[src/rtl/mach_v_pkg.sv]
// mach_v_pkg: shared datapath widths and the writeback queue entry type.
package mach_v_pkg;
    localparam int XLEN = 32;
    localparam int REG_ADDR_W = 5;
    typedef struct packed {
        logic kill;
        logic [REG_ADDR_W-1:0] rd;
        logic [XLEN-1:0] data;
    } wb_entry_t;
endpackage

[src/rtl/wb_fifo.sv]
// wb_fifo: MCycle result queue with per-entry kill bits for WAW suppression.
module wb_fifo
    import mach_v_pkg::*;
#(
    parameter int DEPTH = 2
) (
    input  logic                  CLK,
    input  logic                  RESET,
    input  logic                  push,
    input  logic [REG_ADDR_W-1:0] pushRd,
    input  logic [XLEN-1:0]       pushData,
    input  logic                  pop,
    input  logic                  killEn,
    input  logic [REG_ADDR_W-1:0] killRd,
    output logic                  full,
    output logic                  empty,
    output wb_entry_t             head
);
    localparam int AW = $clog2(DEPTH);
    wb_entry_t mem [DEPTH];
    logic [AW-1:0] wrPtr, rdPtr;
    logic [AW:0] count;
    logic [DEPTH-1:0] live;
    logic doPush, doPop;
    assign full = count == (AW+1)'(DEPTH);
    assign empty = count == '0;
    assign doPush = push && !full;
    assign doPop = pop && !empty;
    assign head = mem[rdPtr];
    // An entry is live when its distance from the head is below the count.
    always_comb begin
        live = '0;
        for (int i = 0; i < DEPTH; i++) begin
            live[i] = {1'b0, AW'(i) - rdPtr} < count;
        end
    end
    always_ff @(posedge CLK or posedge RESET) begin
        if (RESET) begin
            wrPtr <= '0;
            rdPtr <= '0;
            count <= '0;
            for (int i = 0; i < DEPTH; i++) mem[i] <= '0;
        end else begin
            for (int i = 0; i < DEPTH; i++)
                if (killEn && live[i] && mem[i].rd == killRd) mem[i].kill <= 1'b1;
            // The tail slot is never live here, so a same-cycle push stays unkilled.
            if (doPush) mem[wrPtr] <= '{kill: pushRd == '0, rd: pushRd, data: pushData};
            if (doPush) wrPtr <= wrPtr + AW'(1);
            if (doPop) rdPtr <= rdPtr + AW'(1);
            count <= count + (AW+1)'(doPush) - (AW+1)'(doPop);
        end
    end
endmodule

[src/rtl/wb_port_arbiter.sv]
// wb_port_arbiter: shares the register-file write port between the W stage
// and queued MCycle results, requesting a bubble when the queue starves.
module wb_port_arbiter
    import mach_v_pkg::*;
#(
    parameter int DEPTH = 2,
    parameter int STARVE_LIMIT = 4
) (
    input  logic                  CLK,
    input  logic                  RESET,
    input  logic                  RegWriteW,
    input  logic [REG_ADDR_W-1:0] rdW,
    input  logic [XLEN-1:0]       ResultW,
    input  logic                  MC_Valid,
    input  logic [REG_ADDR_W-1:0] MC_Rd,
    input  logic [XLEN-1:0]       MC_Result,
    output logic                  MC_Ready,
    output logic                  WE3,
    output logic [REG_ADDR_W-1:0] A3,
    output logic [XLEN-1:0]       WD3,
    output logic                  StallReq,
    output logic                  Busy
);
    localparam int SW = $clog2(STARVE_LIMIT + 1);
    logic pw, pop, full, empty, stallNext;
    wb_entry_t head;
    logic [SW-1:0] starve, starveNext;
    wb_fifo #(.DEPTH(DEPTH)) fifo (
        .CLK     (CLK),
        .RESET   (RESET),
        .push    (MC_Valid && MC_Ready),
        .pushRd  (MC_Rd),
        .pushData(MC_Result),
        .pop     (pop),
        .killEn  (pw),
        .killRd  (rdW),
        .full    (full),
        .empty   (empty),
        .head    (head)
    );
    // Reset is folded in so the port reads idle the instant RESET rises.
    assign pw = RegWriteW && rdW != '0 && !RESET;
    assign Busy = !empty;
    assign MC_Ready = !full;
    assign pop = Busy && !pw && !RESET;
    assign WE3 = pw || (pop && !head.kill);
    assign A3 = pw ? rdW : pop ? head.rd : '0;
    assign WD3 = pw ? ResultW : pop ? head.data : '0;
    always_comb begin
        starveNext = (empty || pop) ? '0 :
                     (pw && starve != SW'(STARVE_LIMIT)) ? starve + SW'(1) : starve;
        stallNext = (empty || pop) ? 1'b0 :
                    (starveNext == SW'(STARVE_LIMIT)) ? 1'b1 : StallReq;
    end
    always_ff @(posedge CLK or posedge RESET) begin
        if (RESET) begin
            starve <= '0;
            StallReq <= 1'b0;
        end else begin
            starve <= starveNext;
            StallReq <= stallNext;
        end
    end
endmodule

[config.mk]
export PLATFORM = sky130hd
export DESIGN_NAME = wb_port_arbiter
export DESIGN_NICKNAME = d
export VERILOG_FILES = /design/src/rtl/mach_v_pkg.sv /design/src/rtl/wb_fifo.sv /design/src/rtl/wb_port_arbiter.sv
export SDC_FILE = /design/constraint.sdc
export NUM_CORES = 1
export LEC_CHECK = 0
export CAP_MARGIN = 20
export CORE_ASPECT_RATIO = 0.6
export CORE_MARGIN = 5
export CORE_UTILIZATION = 48
export CTS_CLUSTER_DIAMETER = 80
export DETAILED_ROUTE_END_ITERATION = 6
export PLACE_DENSITY = 0.79
export SYNTH_ARGS = -nofsm -noshare
export SYNTH_HDL_FRONTEND = slang
export SYNTH_SLANG_ARGS = --single-unit
[constraint.sdc]
create_clock -name CLK -period 4.9 [get_ports CLK]
set_input_delay 1.225 -clock CLK [delete_from_list [all_inputs] [get_ports CLK]]
set_output_delay 1.225 -clock CLK [all_outputs]
set_load 0.02 [all_outputs]
# Yosys cells after proc, flatten, opt, wreduce, memory -nomap -nowiden
# Cells that the tools add are included.
classes:
  n_addsub: 7
  magnitude_cmp: 5
  n_eq_ne: 5
  mux: 17
  n_bitwise: 2
  n_reduce_logical: 25
ops:
  columns: ["operator", "n"]
  rows:
  - ["38-bit 2-to-1 mux", 4]
  - ["76-bit bitwise mux", 1]
  - ["76-bit 2-to-1 mux", 1]
  - ["32-bit 2-to-1 mux", 2]
  - ["38-bit demux with 1-bit select", 1]
  - ["1-bit logical AND", 14]
  - ["5-bit == test", 2]
  - ["5-bit 2-to-1 mux", 2]
  - ["3-bit 2-to-1 mux", 2]
  - ["1-bit zero test", 5]
  - ["5-bit zero test", 1]
  - ["5-bit nonzero test", 1]
  - ["2-bit >= comparator, second input constant", 2]
  - ["1-bit by 2-bit < comparator with 1-bit output", 2]
  - ["1-bit 2-to-1 mux", 4]
  - ["1-bit NOT with 2-bit output", 2]
  - ["3-bit by 1-bit adder with 3-bit output, second input constant", 1]
  - ["3-bit == test, second input constant", 1]
  - ["3-bit inequality test, second input constant", 1]
  - ["1-bit adder, second input constant", 2]
  - ["2-bit by 1-bit adder with 2-bit output", 1]
  - ["2-bit == test, second input constant", 1]
  - ["2-bit zero test", 1]
  - ["1-bit logical OR", 2]
  - ["other kinds (4)", 5]
word_totals:
  register_bits: 84
  inputBits: 78
  out_inout_bits: 41
  word_cells: 72

# Depth between registers and ports, before layout
# Gate-level depths: netlist of run 1.
logic_depth:
  ltp_word: 11
  mapped_depth: 11
  mapped_depth_nobuf: 9

# By module
# From an unflattened synthesis of run 1, not the netlist that was laid out.
hier_totals:
  cells_unflattened: 323
  area_unflattened_um2: 4435.5
modules_own_cells:
  columns: ["module", "instances", "cells_each", "area_each_um2", "seq_area_each_um2"]
  rows:
  - ["wb_fifo", 1, 242, 3696.0, 2001.9]
  - ["wb_port_arbiter", 1, 81, 739.5, 100.1]

# Worst setup path after synthesis of run 1
# No wires, ideal clock.
synth_timing:
  path_kind: "input -> output"
  from: "in RESET"
  to: "out WE3"
  arrival_ns: 3.413
  required_ns: 3.675
  setup_slack_ns: 0.262
  stages: 2
  n_path_buf: 0
  cell_sequence: "inv_1 a31o_2"
synth_between:
  elab_chain_len: 7
synth_lines:
  columns: ["item", "line_no", "text"]
  rows:
  - ["from (decl)", "wb_port_arbiter.sv:10", "input logic RESET,"]
  - ["1-bit zero test (no source line) *", null, null]
  - ["1-bit logical AND", "wb_port_arbiter.sv:42", "assign pw = RegWriteW && rdW != '0 && !RESET;"]
  - ["1-bit zero test", "wb_port_arbiter.sv:45", "assign pop = Busy && !pw && !RESET;"]
  - ["1-bit logical AND (2 in a row)", "wb_port_arbiter.sv:45", null]
  - ["1-bit logical AND", "wb_port_arbiter.sv:46", "assign WE3 = pw || (pop && !head.kill);"]
  - ["1-bit logical OR *", "wb_port_arbiter.sv:46", null]
  - ["to (decl)", "wb_port_arbiter.sv:18", "output logic WE3,"]
# Mark *: on every way between the ends. The rest lies on a longest branch, timed or not.

# Final worst setup path of run 1
layout_timing:
  from: "in rdW[2]"
  to: "out WD3[15]"
layout_between:
  elab_chain_len: 8
layout_lines:
  columns: ["item", "line_no", "text"]
  rows:
  - ["from (decl)", "wb_port_arbiter.sv:12", "input logic [REG_ADDR_W-1:0] rdW,"]
  - ["5-bit nonzero test *", "wb_port_arbiter.sv:42", null]
  - ["1-bit logical AND * (2 in a row)", "wb_port_arbiter.sv:42", null]
  - ["1-bit zero test", "wb_port_arbiter.sv:45", null]
  - ["1-bit logical AND (2 in a row)", "wb_port_arbiter.sv:45", null]
  - ["32-bit 2-to-1 mux", "wb_port_arbiter.sv:48", "assign WD3 = pw ? ResultW : pop ? head.data : '0;"]
  - ["32-bit 2-to-1 mux *", "wb_port_arbiter.sv:48", null]
  - ["to (decl)", "wb_port_arbiter.sv:20", "output logic [XLEN-1:0] WD3,"]
# Marks and branches as above.

==> results_dict.tcl, run 1 <==
set metrics [dict create \
    drv_slew 0 \
    holdPathStages 1 \
    finalClockSkew_ns 0.00529 \
    cts_tree "built" \
    wl_per_cell_um 16.8 \
    synth_seq_area_share_pct 49.0 \
    hpwl_mm 7.26 \
    rsz0062_at_grt "no" \
    dp_slack_ns 0.0929 \
    die_area_um2 11000 \
    final_cell_mix "clkdlybuf4s50_1, dfrtp_1, mux2_2" \
    ant_nets 0 \
    fmax_mhz 211 \
    numCtsBuffers 9 \
    p_sw_share_pct 34.1 \
    die_h_um 83.2 \
    via_per_inst 5.20 \
    drive_above_1_share_pct 25.7 \
    port_buffers 118 \
    syn_area_um2 4290 \
    grt_pass1_wl_mm 17.0 \
    worst-r2r-cell-count 3 \
    synth_fp_nets 441 \
    rrSetupSlack_ns 2.85 \
    ys_warn_count 0 \
    crit_fanout 20 \
    cap_violations 0 \
    drcViolationCount 0 \
    slowest_stage "clkdlybuf4s50_1" \
    status "finished, final reports clean" \
    hold_path_class "reg -> reg" \
    clock_path_buffers 2 \
    peakVddDrop_v 0.000325 \
    grt_max_degree 85 \
    pwr-share-comb_pct 41.8 \
    cts.root.buffer_cell "clkbuf_16" \
    drt_iter0_drc 112 \
    p_sw_uw 1130 \
    fin_nets 564 \
    worstPathCellList "clkdlybuf4s50_1 > nor3_4 > a21boi_2 > or3_4 > buf_12 > o21ai_0 > clkdlybuf4s50_1" \
    placementRows 26 \
    setup_ws_ns 0.151 \
    seqPwrFrac_pct 38.9 \
    cellLeakagePower_uw 0.00253 \
    hold_viol 0 \
    internal-power_uw 2180 \
    path_class "in -> out" \
    r2r_start "fifo.count[1]" \
    first_global_vias 3426 \
    finalSetupTns_ns 0 \
    netlist_instances 359 \
    htree_num_levels 3 \
    antenna_found_initial 0 \
    vias 3112 \
    fin_crit_ns 4.75 \
    layout_commonest_cell "clkdlybuf4s50_1" \
    path_common_cell "clkdlybuf4s50_1" \
    clkTransAtPathRegs_ns 0.06 \
    num_io_pins 119 \
    clkSinkCount 84 \
    die_w_um 132 \
    routed_wl_mm 10.1 \
    ys_ff_latch 84 \
    fin_util_pct 68.9 \
    grt_usage_pct 18.8 \
    worst_slew_pin_slew_ns 0.994 \
    grt_overflow 0 \
    pwr-share-clk_pct 19.4 \
    endpoint_kind "output pin" \
    syn_avg_cell_area_um2 11.9 \
    setup-violations-final 0 \
    finalCritPeriodShare_pct 96.9 \
    initial_core_util_pct 49.7 \
    crit_arrival_ns 3.52 \
    yosysUniqueCellTypes 38 \
    antenna_cells 0 \
    worstPathRequired_ns 3.67 \
    syn2layout_area_growth_pct 38.6 \
    clkLatencyLatePin_ns 0.34 \
    core_area_um2 8620 \
    hold_ws_ns 0.505 \
    max_stage_delay_ns 0.63 \
    ctsHoldBuffers 0 \
    powerDensity_nw_per_um2 558 \
    dr.pass1.iters 4 \
    relSlewSlack_pct 33.7 \
    gp_congestion 0.795 \
    start_kind "input port" \
]
-- Yosys cell counts --
library cell,number,area share (%)
or4_1,1,0.18
a31o_2,1,0.20
ha_1,4,1.2
mux2i_1,40,9.3
nor2_1,9,0.79
or3_4,1,0.26
nor3_4,1,0.38
nand3_1,1,0.12
nor2_4,1,0.26
buf_12,1,0.47
o21ai_2,8,1.6
dfrtp_1,84,49
a21boi_2,1,0.26
xnor2_1,7,1.4
o211ai_1,1,0.18
and2_0,1,0.15
buf_2,9,1.1
xnor2_2,1,0.38
buf_1,1,0.087
clkbuf_2,2,0.23
mux2_2,74,19
nand2_1,39,3.4
a31oi_1,1,0.15
nor4_1,2,0.29
nand2b_1,2,0.29
clkbuf_1,6,0.53
and3b_1,1,0.20
a41oi_1,1,0.20
inv_1,10,0.88
buf_6,1,0.26
xor2_1,8,1.6
a211oi_1,1,0.18
a21oi_1,3,0.35
o21ai_0,31,3.6
nor2b_1,1,0.15
o31ai_1,1,0.18
a2111oi_2,1,0.35
a211oi_2,1,0.29
-- power by group through the flow --
stage	logic [uW]	registers, uW	clock network, uW
floorplan	1040	1190	0
global placement	1360	1270	0
detailed placement	1400	1300	0
CTS	1400	1290	659
global route	1510	1340	687
finish	1380	1290	642
-- worst max-delay path, delay by kind of cell --
family                 cells  cell delay, ns
and+or+nand+nor            2            0.72
buffers and inverters      3            1.29
AOI/OAI and AO/OA          2            0.27
-- worst max path at each step --
stage	to	slack [ns]	cells after the start	from
after floorplan	WE3	0.26	2	RESET
after global placement	WD3[19]	0.19	7	rdW[2]
after detailed placement	WD3[9]	0.09	7	rdW[2]
after CTS	WD3[9]	0.09	7	rdW[2]
after global routing	WD3[12]	0.001	7	rdW[2]
final	WD3[15]	0.15	7	rdW[2]
-- cell type report --
class / instances / area (um^2)
inverter: 10 / 38.8
fill: 637 / 2680
tap: 112 / 140
multi-input combinational: 245 / 2050
sequential: 84 / 2100
timing repair buffer: 132 / 1320
clock buffer: 10 / 239
clock inverter: 6 / 47.5
-- cells by family after synthesis --
logic type | Yosys count | share of synthesized area [%]
and+or+nand+nor | 60 | 6.48
AOI/OAI and AO/OA | 51 | 7.59
muxes | 114 | 28.8
buffers and inverters | 30 | 3.50
DFF | 84 | 49.0
xor gates and xnor gates | 16 | 3.44
adders and majority gates | 4 | 1.17
-- routing by layer --
metal,wire length (um),vias up,global-route usage [%]
met1,4660,1509,24.6
met5,0,-,0
met3,591,10,5.62
met4,115,0,5.14
li1,-,1502,-
met2,4690,91,30.4
-- repair_timing --
item	4_1_cts	5_1_grt
setup endpoints to repair	0	1
hold endpoints to repair	0	0
gates resized for setup	0	1
buffers inserted	0	0
-- through the flow --
step	instance area (um^2)	power, uW	cells
final	5940	3310	599
after CTS	5910	3350	598
after global placement	5630	2630	582
after global routing	5940	3530	599
after floorplan	4290	2230	359
after detailed placement	5630	2700	582
Power figures use the tool's default switching activity.
==> run 2: changes to the inputs <==
==> constraint.sdc (replaced) <==
create_clock -name CLK -period 4.95 [get_ports CLK]
set_input_delay 1.2375 -clock CLK [delete_from_list [all_inputs] [get_ports CLK]]
set_output_delay 1.2375 -clock CLK [all_outputs]
set_load 0.02 [all_outputs]
==> run 2 against run 1 <==
Net effect:
- register-to-register slack better by 0.06 ns
- first-iteration DRC count is 6.3% lower
- cell area up 0.23%
- total power down 0.21%
- routed wire length shrank 1.3%
- combinational power barely moved
- cell count fell by 0.83%
- worst hold slack got worse by 0.0018 ns
- sequential share of layout area decreased by 0.082 points
- setup slack lost 0.081 ns
- largest power group unchanged
==> results_dict.tcl, run 2 (same netlist as run 1, synthesis figures left out) <==
set metrics [dict create \
    syn2layout_area_growth_pct 38.9 \
    p_sw_uw 1110 \
    vias 3062 \
    clkSinkCount 84 \
    cts_setup_buffers 0 \
    clock_path_buffers 2 \
    grt_pass1_wl_mm 16.9 \
    port_buffers 118 \
    start_kind "input port" \
    grt_max_degree 85 \
    grt_usage_pct 18.6 \
    fin_crit_ns 4.88 \
    die_w_um 132 \
    clkTransAtPathRegs_ns 0.07 \
    powerDensity_nw_per_um2 555 \
    crit_arrival_ns 3.64 \
    hold_path_class "reg -> reg" \
    finalSetupTns_ns 0 \
    path_class "in -> out" \
    htree_num_levels 3 \
    multi_input_area_um2 2050 \
    setup-violations-final 0 \
    pwr-share-comb_pct 41.2 \
    drcViolationCount 0 \
    drt_iter0_drc 105 \
    cellLeakagePower_uw 0.00271 \
    ant_nets 0 \
    placementRows 26 \
    finalClockSkew_ns 0.00839 \
    dr.pass1.iters 4 \
    cap_violations 0 \
    initial_core_util_pct 49.7 \
    drive_above_1_share_pct 24.9 \
    relSlewSlack_pct 34.0 \
    drv_slew 0 \
    fmax_mhz 205 \
    layout_commonest_cell "clkdlybuf4s50_1" \
    hpwl_mm 7.04 \
    cts_resized 0 \
    crit_fanout 20 \
    grt_overflow 0 \
    r2r_start "fifo.count[1]" \
    numCtsBuffers 9 \
    hold_viol 0 \
    internal-power_uw 2190 \
    fin_nets 559 \
    rrSetupSlack_ns 2.91 \
    pwr-share-clk_pct 20.5 \
    worst_slew_pin_slew_ns 0.990 \
    via_per_inst 5.15 \
    worstPathRequired_ns 3.71 \
    cts.root.buffer_cell "clkbuf_16" \
    gp_congestion 0.797 \
    p_sw_share_pct 33.7 \
    finalCritPeriodShare_pct 98.6 \
    seqCellArea_um2 2100 \
    dp_slack_ns 0.0372 \
    final_cell_mix "clkdlybuf4s50_1, dfrtp_1, mux2_2" \
    antenna_found_initial 0 \
    routed_wl_mm 9.93 \
    cts_tree "built" \
    ctsHoldBuffers 0 \
    status "finished, final reports clean" \
    num-fill-cells 632 \
    crit_end "WD3[14]" \
    die_area_um2 11000 \
    fin_util_pct 69.1 \
    hold_ws_ns 0.504 \
    setup_ws_ns 0.0699 \
    core_area_um2 8620 \
    die_h_um 83.2 \
    first_global_vias 3296 \
    startpoint "rdW[2]" \
    endpoint_kind "output pin" \
    antenna_cells 0 \
    wl_per_cell_um 16.7 \
    num_io_pins 119 \
    clkLatencyLatePin_ns 0.33 \
    worst-r2r-cell-count 3 \
    peakVddDrop_v 0.000245 \
    seqPwrFrac_pct 38.4 \
]
[run 2: cell types whose count changed in the layout (fill, tap and decap cells not counted)]
cell / delta
buf_4: -5
bufinv_16: +1
clkbuf_8: -1
clkdlybuf4s50_1: -13
clkinv_4: -2
dlymetal6s2s_1: +13
inv_6: +1
inv_8: +1
[run 2: how the worst min path moves through the flow]
stage / start / end / cells after the start
2_1_floorplan: fifo.wrPtr / fifo.wrPtr / 1
3_3_place_gp: register / register / 1
3_5_place_dp: register / register / 1
4_1_cts: register / register / 1
5_1_grt: register / register / 1
6_report: register / register / 1
[run 2: per-layer routing]
metal	track usage, %	part of all wire [%]	vias to the layer above	wire [um]
met5	0	0	-	0
met4	2.24	0.27	0	27
met3	6.70	6.4	4	631
met2	29.7	46	90	4520
met1	25.0	48	1471	4740
li1	-	-	1497	-
[run 2: stage by stage]
stage                     instances  instance area [um^2]  total power (uW)
final                           594                  5960              3310
after global routing            594                  5960              3530
after CTS                       593                  5890              3350
after detailed placement        577                  5590              2660
after global placement          577                  5590              2610
after floorplan                 359                  4290              2210
[run 2: critical path: stages]
cell and delay [ns]:
clkdlybuf4s50_1 0.53, nor3_4 0.28, a21boi_2 0.10, or3_4 0.47
buf_12 0.20, o21ai_0 0.18, clkdlybuf4s50_1 0.64
[run 2: power groups by stage]
stage,clock (uW),combinational [uW],sequential (uW)
finish,677,1360,1270
global route,725,1490,1320
CTS,693,1390,1270
detailed placement,0,1380,1280
global placement,0,1350,1260
floorplan,0,1030,1180
[run 2: area by class of cell]
class,instances,share of cell area (%)
Timing Repair Buffer,127,22.1
Inverter,10,0.651
Clock buffer,9,3.78
Clock inverter,7,1.34
Sequential cell,84,35.3
Multi-Input combinational cell,245,34.5
Tap cell,112,2.35
==> run 3: changes to the inputs <==
--- a/config.mk
+++ b/config.mk
@@ -12,6 +12,7 @@
 export CTS_CLUSTER_DIAMETER = 80
 export DETAILED_ROUTE_END_ITERATION = 6
 export PLACE_DENSITY = 0.79
+export SKIP_LAST_GASP = 1
 export SYNTH_ARGS = -nofsm -noshare
 export SYNTH_HDL_FRONTEND = slang
 export SYNTH_SLANG_ARGS = --single-unit
==> results of run 3 <==
No change in the layout: final DEF, timing and power equal those of run 2.
